$ cat config.mk
export PLATFORM = sky130hd
export DESIGN_NAME = voice_mix_sched
export DESIGN_NICKNAME = d
export VERILOG_FILES = /design/src/rtl/voice_mix_sched.sv
export SDC_FILE = /design/constraint.sdc
export NUM_CORES = 1
export LEC_CHECK = 0
export ABC_AREA = 0
export CAP_MARGIN = 10
export CORE_MARGIN = 3
export CORE_UTILIZATION = 35
export DETAILED_ROUTE_END_ITERATION = 16
export GPL_TIMING_DRIVEN = 1
export PLACE_DENSITY_LB_ADDON = 0.2
export SYNTH_ARGS = -nofsm -noshare
export SYNTH_HDL_FRONTEND = slang
export SYNTH_SLANG_ARGS = --single-unit
$ cat constraint.sdc
create_clock -name clk -period 5.7 [get_ports clk]
set_input_delay 1.14 -clock clk [delete_from_list [all_inputs] [get_ports clk]]
set_output_delay 1.14 -clock clk [all_outputs]
set_load 0.005 [all_outputs]
$ cat src/rtl/voice_mix_sched.sv
// Time-multiplexed voice mixer: fetches NUM_VOICES samples, then tree-reduces them with one shared halving adder.
// Optional sticky overrun flag (ticks arriving while busy) enabled by defining MIX_OVERRUN_FLAG_EN.
module voice_mix_sched #(
  parameter int WIDTH      = 16,
  parameter int NUM_VOICES = 4,
  parameter int VIDX_W     = 2
) (
  input  logic                    clk,
  input  logic                    reset,
  input  logic                    sample_tick,
  input  logic [NUM_VOICES-1:0]   voice_en,
  output logic [VIDX_W-1:0]       voice_sel,
  input  logic signed [WIDTH-1:0] voice_sample,
  output logic signed [WIDTH-1:0] mix_out,
  output logic                    mix_valid,
  output logic                    busy
`ifdef MIX_OVERRUN_FLAG_EN
  ,
  output logic                    overrun,
  input  logic                    overrun_clr
`endif
);

  typedef enum logic [1:0] {IDLE, FETCH, REDUCE} state_t;

  state_t                  state_q, state_d;
  logic [VIDX_W-1:0]       k_q, k_d;
  logic [VIDX_W-1:0]       lvl_q, lvl_d;
  logic [VIDX_W-1:0]       p_q, p_d;
  logic signed [WIDTH-1:0] mix_q, mix_d;
  logic                    valid_q, valid_d;
  logic signed [WIDTH-1:0] buf_q [NUM_VOICES];

  logic                    wr_en;
  logic [VIDX_W-1:0]       wr_idx;
  logic signed [WIDTH-1:0] wr_data;

  logic [VIDX_W-1:0]       idx_a, idx_b, last_p;
  logic signed [WIDTH:0]   sum;
  logic signed [WIDTH-1:0] half;

  // Shared halving adder: operands are the pair (2p, 2p+1) of the current tree level.
  always_comb begin
    idx_a  = p_q << 1;
    idx_b  = idx_a | VIDX_W'(1);
    sum    = {buf_q[idx_a][WIDTH-1], buf_q[idx_a]} + {buf_q[idx_b][WIDTH-1], buf_q[idx_b]};
    half   = sum[WIDTH:1];
    last_p = VIDX_W'((NUM_VOICES >> (int'(lvl_q) + 1)) - 1);
  end

  always_comb begin
    state_d = state_q;
    k_d     = k_q;
    lvl_d   = lvl_q;
    p_d     = p_q;
    mix_d   = mix_q;
    valid_d = 1'b0;
    wr_en   = 1'b0;
    wr_idx  = k_q;
    wr_data = '0;
    unique case (state_q)
      IDLE: begin
        if (sample_tick) begin
          state_d = FETCH;
          k_d     = '0;
        end
      end
      FETCH: begin
        wr_en   = 1'b1;
        wr_idx  = k_q;
        wr_data = voice_en[k_q] ? voice_sample : '0;
        if (k_q == VIDX_W'(NUM_VOICES - 1)) begin
          state_d = REDUCE;
          lvl_d   = '0;
          p_d     = '0;
        end else begin
          k_d = k_q + VIDX_W'(1);
        end
      end
      REDUCE: begin
        wr_en   = 1'b1;
        wr_idx  = p_q;
        wr_data = half;
        if (p_q == last_p) begin
          p_d = '0;
          if (lvl_q == VIDX_W'(VIDX_W - 1)) begin
            mix_d   = half;
            valid_d = 1'b1;
            state_d = IDLE;
          end else begin
            lvl_d = lvl_q + VIDX_W'(1);
          end
        end else begin
          p_d = p_q + VIDX_W'(1);
        end
      end
      default: state_d = IDLE;
    endcase
  end

  always_ff @(posedge clk or posedge reset) begin
    if (reset) begin
      state_q <= IDLE;
      k_q     <= '0;
      lvl_q   <= '0;
      p_q     <= '0;
      mix_q   <= '0;
      valid_q <= 1'b0;
      for (int unsigned i = 0; i < NUM_VOICES; i++) buf_q[i] <= '0;
    end else begin
      state_q <= state_d;
      k_q     <= k_d;
      lvl_q   <= lvl_d;
      p_q     <= p_d;
      mix_q   <= mix_d;
      valid_q <= valid_d;
      if (wr_en) buf_q[wr_idx] <= wr_data;
    end
  end

  assign voice_sel = k_q;
  assign mix_out   = mix_q;
  assign mix_valid = valid_q;
  assign busy      = (state_q != IDLE);

`ifdef MIX_OVERRUN_FLAG_EN
  logic overrun_q;

  // Set has priority over a coincident clear.
  always_ff @(posedge clk or posedge reset) begin
    if (reset)                              overrun_q <= 1'b0;
    else if (sample_tick && state_q != IDLE) overrun_q <= 1'b1;
    else if (overrun_clr)                   overrun_q <= 1'b0;
  end

  assign overrun = overrun_q;
`endif

endmodule
==> flow_summary_export.csv, run 1 <==
group,metric,value,unit
status,status,"complete, no violations",
sta,period_minus_slack,3550,ps
routing,drtIter0Drc,362,
clocking,clk_pin_slew,60,ps
grt,grt_max_degree,64,
place,dp.cells,767,
routing,totalWireLength,13000,µm
logic_synthesis,yosysMostFrequentCell,"nand2_1",
routing,num_vias,4189,
logic_synthesis,ys_warn_count,0,
grt,grt-ovfl-total,0,
sta,rsz0062_at_grt,"no",
worst_setup_path,r2r-end,"buf_q[30]$_DFFE_PP0P_",
place,io_buffer_count,42,
floorplanning,core.rowCount,44,
clocking,post_cts_buffers,0,
sta,slew_viol_final,0,
finish,finalNonFillerCells,783,
routing,postRouteAntennaNets,0,
worst_setup_path,cp_data_required_time,5960,ps
floorplanning,core,14600,µm²
grt,antenna_found_initial,0,
logic_synthesis,synth.cell_area,5230,µm²
clocking,hold_buffers,0,
logic_synthesis,ys_types,60,
logic_synthesis,synth-seq-cells,89,
logic_synthesis,avgSynthCellArea,9.21,µm²
sta,post-route-period-util,62.3,%
worst_setup_path,cp-endpoint,"buf_q[30]$_DFFE_PP0P_",
clocking,cts_tree,"built",
logic_synthesis,synth_edf_count,0,
clocking,htree_levels,3,
logic_synthesis,synthCells,568,
sta,worstMarginPinSlew,925,ps
sta,final.setup_skew,4.96,ps
logic_synthesis,async_flop_share,100,%
routing,wl_per_cell,16.6,µm
clocking,cts_buffers,9,
worst_setup_path,critPathLaunch,"p_q[0]$_DFFE_PP0P_",
grt,grt_usage,17.0,%
floorplanning,die_w,128,µm
worst_setup_path,crit_type,"flip-flop to flip-flop",
clocking,insertion_delay,350,ps
logic_synthesis,ys_top_cells_by_count,"101 x nand2_1, 89 x dfrtp_1, 77 x o21ai_0",
pwr,p_per_area,608,nW/µm²
grt,grt_pass1_wl,22100,µm
min_path,hold_class,"flip-flop to flip-flop",
floorplanning,pin_count,43,
clocking,clkSinkCount,89,
logic_synthesis,synth_flop_cell,"dfrtp_1",
finish,areaGrowthSynthToFinish,16.2,%
logic_synthesis,synth_top_area_share,42.6,%
worst_setup_path,arrival,3810,ps
grt,grt_pass1_vias,4189,
worst_setup_path,r2r-start,"p_q[0]$_DFFE_PP0P_",
finish,antenna-diode-count,0,
sta,hold_viol_final,0,
logic_synthesis,yosys.area.top_type,"dfrtp_1",
sta,finalSetupViolCount,0,
place,place_congestion,0.784,
clocking,post_cts_resized,0,
sta,setup_tns,0,ps
place,place_hpwl,8980,µm
pwr,total_power,3.70,mW
logic_synthesis,syn_nets,614,
logic_synthesis,synth-seq-area-share,42.6,%
routing,via_per_inst,5.35,
floorplanning,die-area,16500,µm²
clocking,clk_path_buf_depth,2,
floorplanning,initial_core_util,35.9,%
routing,drc_errors,0,
min_path,worstHoldStart,"mix_out[2]$_DFFE_PP0P_",
worst_setup_path,ff2ff_setup_slack,2150,ps
sta,fmax,282,MHz
floorplanning,die_y,128,µm
job,cap_violations,0,
worst_setup_path,worstRegToRegCells,9,
routing,firstDrtPassIters,4,
sta,max_slew_margin,37.7,%
clocking,cts_root_buf,"clkbuf_16",
worst_setup_path,end_kind,"flip-flop",
pwr,ir_drop,192,µV
worst_setup_path,cp_max_fo,36,
finish,drive_gt1_share,12.0,%
worst_setup_path,startpoint_type,"flip-flop",
pwr,p_leak,2.71,nW
finish,final_nets,640,
logic_synthesis,ys_top_cells_by_area,"dfrtp_1 43%, mux2_2 7.5%, o21ai_0 7.4%",
## how the worst min path moves through the flow
stage | to | cells past startpoint
floorplan | buf_q[11]$_DFFE_PP0P_ | 2
global placement | buf_q[31]$_DFFE_PP0P_ | 2
detailed placement | mix_out[2]$_DFFE_PP0P_ | 2
CTS | mix_out[9]$_DFFE_PP0P_ | 2
global route | mix_out[9]$_DFFE_PP0P_ | 2
finish | mix_out[2]$_DFFE_PP0P_ | 2
## worst max-delay path, stage by stage (launching register included)
cell and delay [ps]:
dfrtp_1 560, buf_4 470, mux2_2 400, ha_1 400
a21oi_1 120, o21ai_0 750, a31o_2 360, or3_1 120
mux2i_1 60, nor3_1 210
## stage by stage
| step | hold WS [ps] | worst slack [ps] | util [%] | instance area (µm²) |
|---|---|---|---|---|
| after CTS | 479 | 2170 | 41.7 | 6080 |
| final | 471 | 2150 | 41.7 | 6080 |
| after detailed placement | 463 | 2190 | 39.9 | 5830 |
| after floorplan | 444 | 2250 | - | 5230 |
| after global placement | 456 | 2300 | 39.9 | 5830 |
| after global routing | 493 | 1780 | 41.7 | 6080 |
## state kept, by name, summed over array words and instances (netlist names)
name / count
buf_q: 64
lvl_q: 2
mix_out: 16
mix_valid: 1
p_q: 2
state_q: 2
voice_sel: 2
## layout make-up
class,instances,area [µm²]
Multi-Input combinational cell,433,2860
Tap cell,184,230
Sequential cell,89,2230
Inverter,15,57.6
Clock inverter,4,20.0
Timing Repair Buffer,46,450
Clock buffer,12,236
Fill cell,1414,8510
## metal layers
metal	track usage [%]	share of wire, %	vias to the layer above
met5	0	0	-
met4	7.80	2.4	0
met3	2.79	3.6	18
met2	27.2	47	72
met1	22.5	47	2026
li1	-	-	2073
## cells in the final DEF (no fill, tap or decap), types with 5 or more instances in the layout
master	count
a21o_1	9
a21oi_1	22
a22oi_1	6
clkbuf_16	9
clkdlybuf4s50_1	42
clkinv_2	5
dfrtp_1	89
ha_1	22
inv_1	13
mux2_2	35
mux2i_1	9
nand2_1	101
nand3_1	9
nor2_1	27
nor2b_1	7
nor3_1	10
o21a_1	5
o21ai_0	77
o22ai_1	6
or3_1	8
xnor2_1	7
## report_power, final
group / leakage (nW) / total (mW) / internal (mW) / switching, mW
combinational: 1.41 / 2.08 / 0.873 / 1.20
sequential: 1.16 / 1.09 / 0.918 / 0.167
clock: 0.130 / 0.538 / 0.293 / 0.245
## kinds of logic after synthesis
family | Yosys count | synth area share (%)
compound gates | 165 | 20.2
xor+xnor | 10 | 1.67
fa+ha+maj | 23 | 5.64
buf+inv | 46 | 3.66
flops | 89 | 42.6
mux | 45 | 9.68
simple gates | 190 | 16.6
(Power assumes the default switching activity.)
==> run 2, diff against run 1 <==
- clock period: 5.7 -> 3.5 ns (I/O delays scaled with it)
==> run 2 against run 1 <==
Effect of this change: global-route usage shrank 0.087 points; worst setup slack worse by 1800 ps; worst hold slack better by 1.3 ps; final cell count rose by 1.3%; design area rose by 1.5%; non-clock buffer count rose by 10; clock skew increased by 3.2 ps; fmax rose by 12%; via count increased by 0.64%; critical path type unchanged; largest cell class unchanged.
==> flow_summary_export.csv, run 2 (same netlist as run 1, synthesis figures left out) <==
group,metric,value,unit
sta,rsz0062_at_grt,"no",
routing,postRouteAntennaNets,0,
pwr,ir_drop,350,µV
clocking,cts_tree,"built",
finish,largest_register_ffs,64,
place,placed_cell_area,5900,µm²
clocking,post_cts_buffers,0,
grt,grt-ovfl-total,0,
sta,post-route-period-util,90.8,%
pwr,p_leak,2.76,nW
floorplanning,core.rowCount,44,
routing,drc_errors,0,
worst_setup_path,end_kind,"flip-flop",
finish,stdcell_area,6170,µm²
floorplanning,core,14600,µm²
worst_setup_path,cp_data_required_time,3710,ps
floorplanning,die-area,16500,µm²
finish,layout_commonest_cell,"nand2_1",
routing,firstDrtPassIters,5,
grt,grt_usage,16.9,%
worst_setup_path,crit_type,"flip-flop to flip-flop",
finish,areaGrowthSynthToFinish,17.9,%
clocking,clkSinkCount,89,
worst_setup_path,cp_max_fo,23,
clocking,htree_levels,3,
grt,grt_pass1_vias,4250,
grt,grt_max_degree,52,
worst_setup_path,arrival,3390,ps
job,cap_violations,0,
finish,final_nets,650,
routing,totalWireLength,13300,µm
sta,fin_ws,323,ps
routing,wl_per_cell,16.8,µm
floorplanning,die_w,128,µm
sta,period_minus_slack,3180,ps
sta,final.setup_skew,8.20,ps
place,pre_cts_slack,371,ps
finish,antenna-diode-count,0,
min_path,hold_class,"flip-flop to flip-flop",
place,place_hpwl,9570,µm
clocking,post_cts_resized,0,
floorplanning,die_y,128,µm
routing,num_vias,4216,
routing,via_per_inst,5.32,
sta,fmax,315,MHz
finish,top_register,"buf_q",
grt,antenna_found_initial,0,
clocking,cts_buffers,9,
sta,hold_viol_final,0,
worst_setup_path,ff2ff_setup_slack,320,ps
finish,layout_common_cells,"101 x nand2_1, 89 x dfrtp_1, 77 x o21ai_0",
floorplanning,pin_count,43,
sta,max_slew_margin,36.5,%
sta,setup_tns,0,ps
place,place_congestion,0.839,
routing,drtIter0Drc,359,
pwr,p_per_area,996,nW/µm²
sta,worstMarginPinSlew,952,ps
grt,grt_pass1_wl,21800,µm
finish,drive_gt1_share,13.6,%
sta,slew_viol_final,0,
sta,whs,472,ps
clocking,insertion_delay,350,ps
worst_setup_path,startpoint_type,"flip-flop",
sta,finalSetupViolCount,0,
clocking,clk_path_buf_depth,2,
floorplanning,initial_core_util,35.9,%
status,status,"complete, no violations",
finish,finalNonFillerCells,793,
place,io_buffer_count,42,
clocking,hold_buffers,0,
clocking,clk_pin_slew,60,ps
place,dp.cells,777,
clocking,cts_root_buf,"clkbuf_16",
## run 2: final timing paths
check | start | end | cells after the start
worst max register to register | p_q[0]$_DFFE_PP0P_ | buf_q[11]$_DFFE_PP0P_ | 9
worst max-delay path | p_q[0]$_DFFE_PP0P_ | buf_q[11]$_DFFE_PP0P_ | 9
worst min-delay path | mix_out[3]$_DFFE_PP0P_ | mix_out[3]$_DFFE_PP0P_ | 2
max in group asynchronous | reset | buf_q[43]$_DFFE_PP0P_ | 3
min in group asynchronous | reset | mix_out[3]$_DFFE_PP0P_ | 2
worst min register to register | mix_out[3]$_DFFE_PP0P_ | mix_out[3]$_DFFE_PP0P_ | 2
## run 2: cell type report
type | count | area, µm²
Multi-Input combinational cell | 433 | 2830
Inverter | 15 | 57.6
Timing Repair Buffer | 56 | 551
Fill cell | 1417 | 8420
Sequential cell | 89 | 2230
Clock buffer | 12 | 246
Clock inverter | 4 | 28.8
Tap cell | 184 | 230
## run 2: per-stage QoR
step / power [mW] / util (%)
after CTS: 6.19 / 42.3
after global placement: 5.19 / 40.4
after detailed placement: 5.26 / 40.4
after global routing: 6.68 / 42.3
after floorplan: 4.17 / -
final: 6.15 / 42.3
## run 2: metal layers
layer / GRT usage, % / wire (µm) / up-vias
li1: - / - / 2099
met4: 5.93 / 283 / 0
met2: 27.8 / 6270 / 100
met5: 0 / 0 / -
met1: 22.0 / 6230 / 1998
met3: 3.62 / 567 / 19
## run 2: where the power goes
part | internal [mW] | total [mW] | switching, mW
registers | 1.50 | 1.77 | 0.278
logic | 1.48 | 3.47 | 1.99
clock network | 0.501 | 0.908 | 0.407
total | 3.48 | 6.15 | 2.67
## run 2: worst max-delay path, stage by stage, from the launching register on
cell and delay, ps:
dfrtp_1 550, buf_12 230, mux2_2 350, ha_1 340
a21oi_1 230, o21ai_0 160, a31o_2 320, or3_1 380
a32oi_1 320, o21ai_0 150
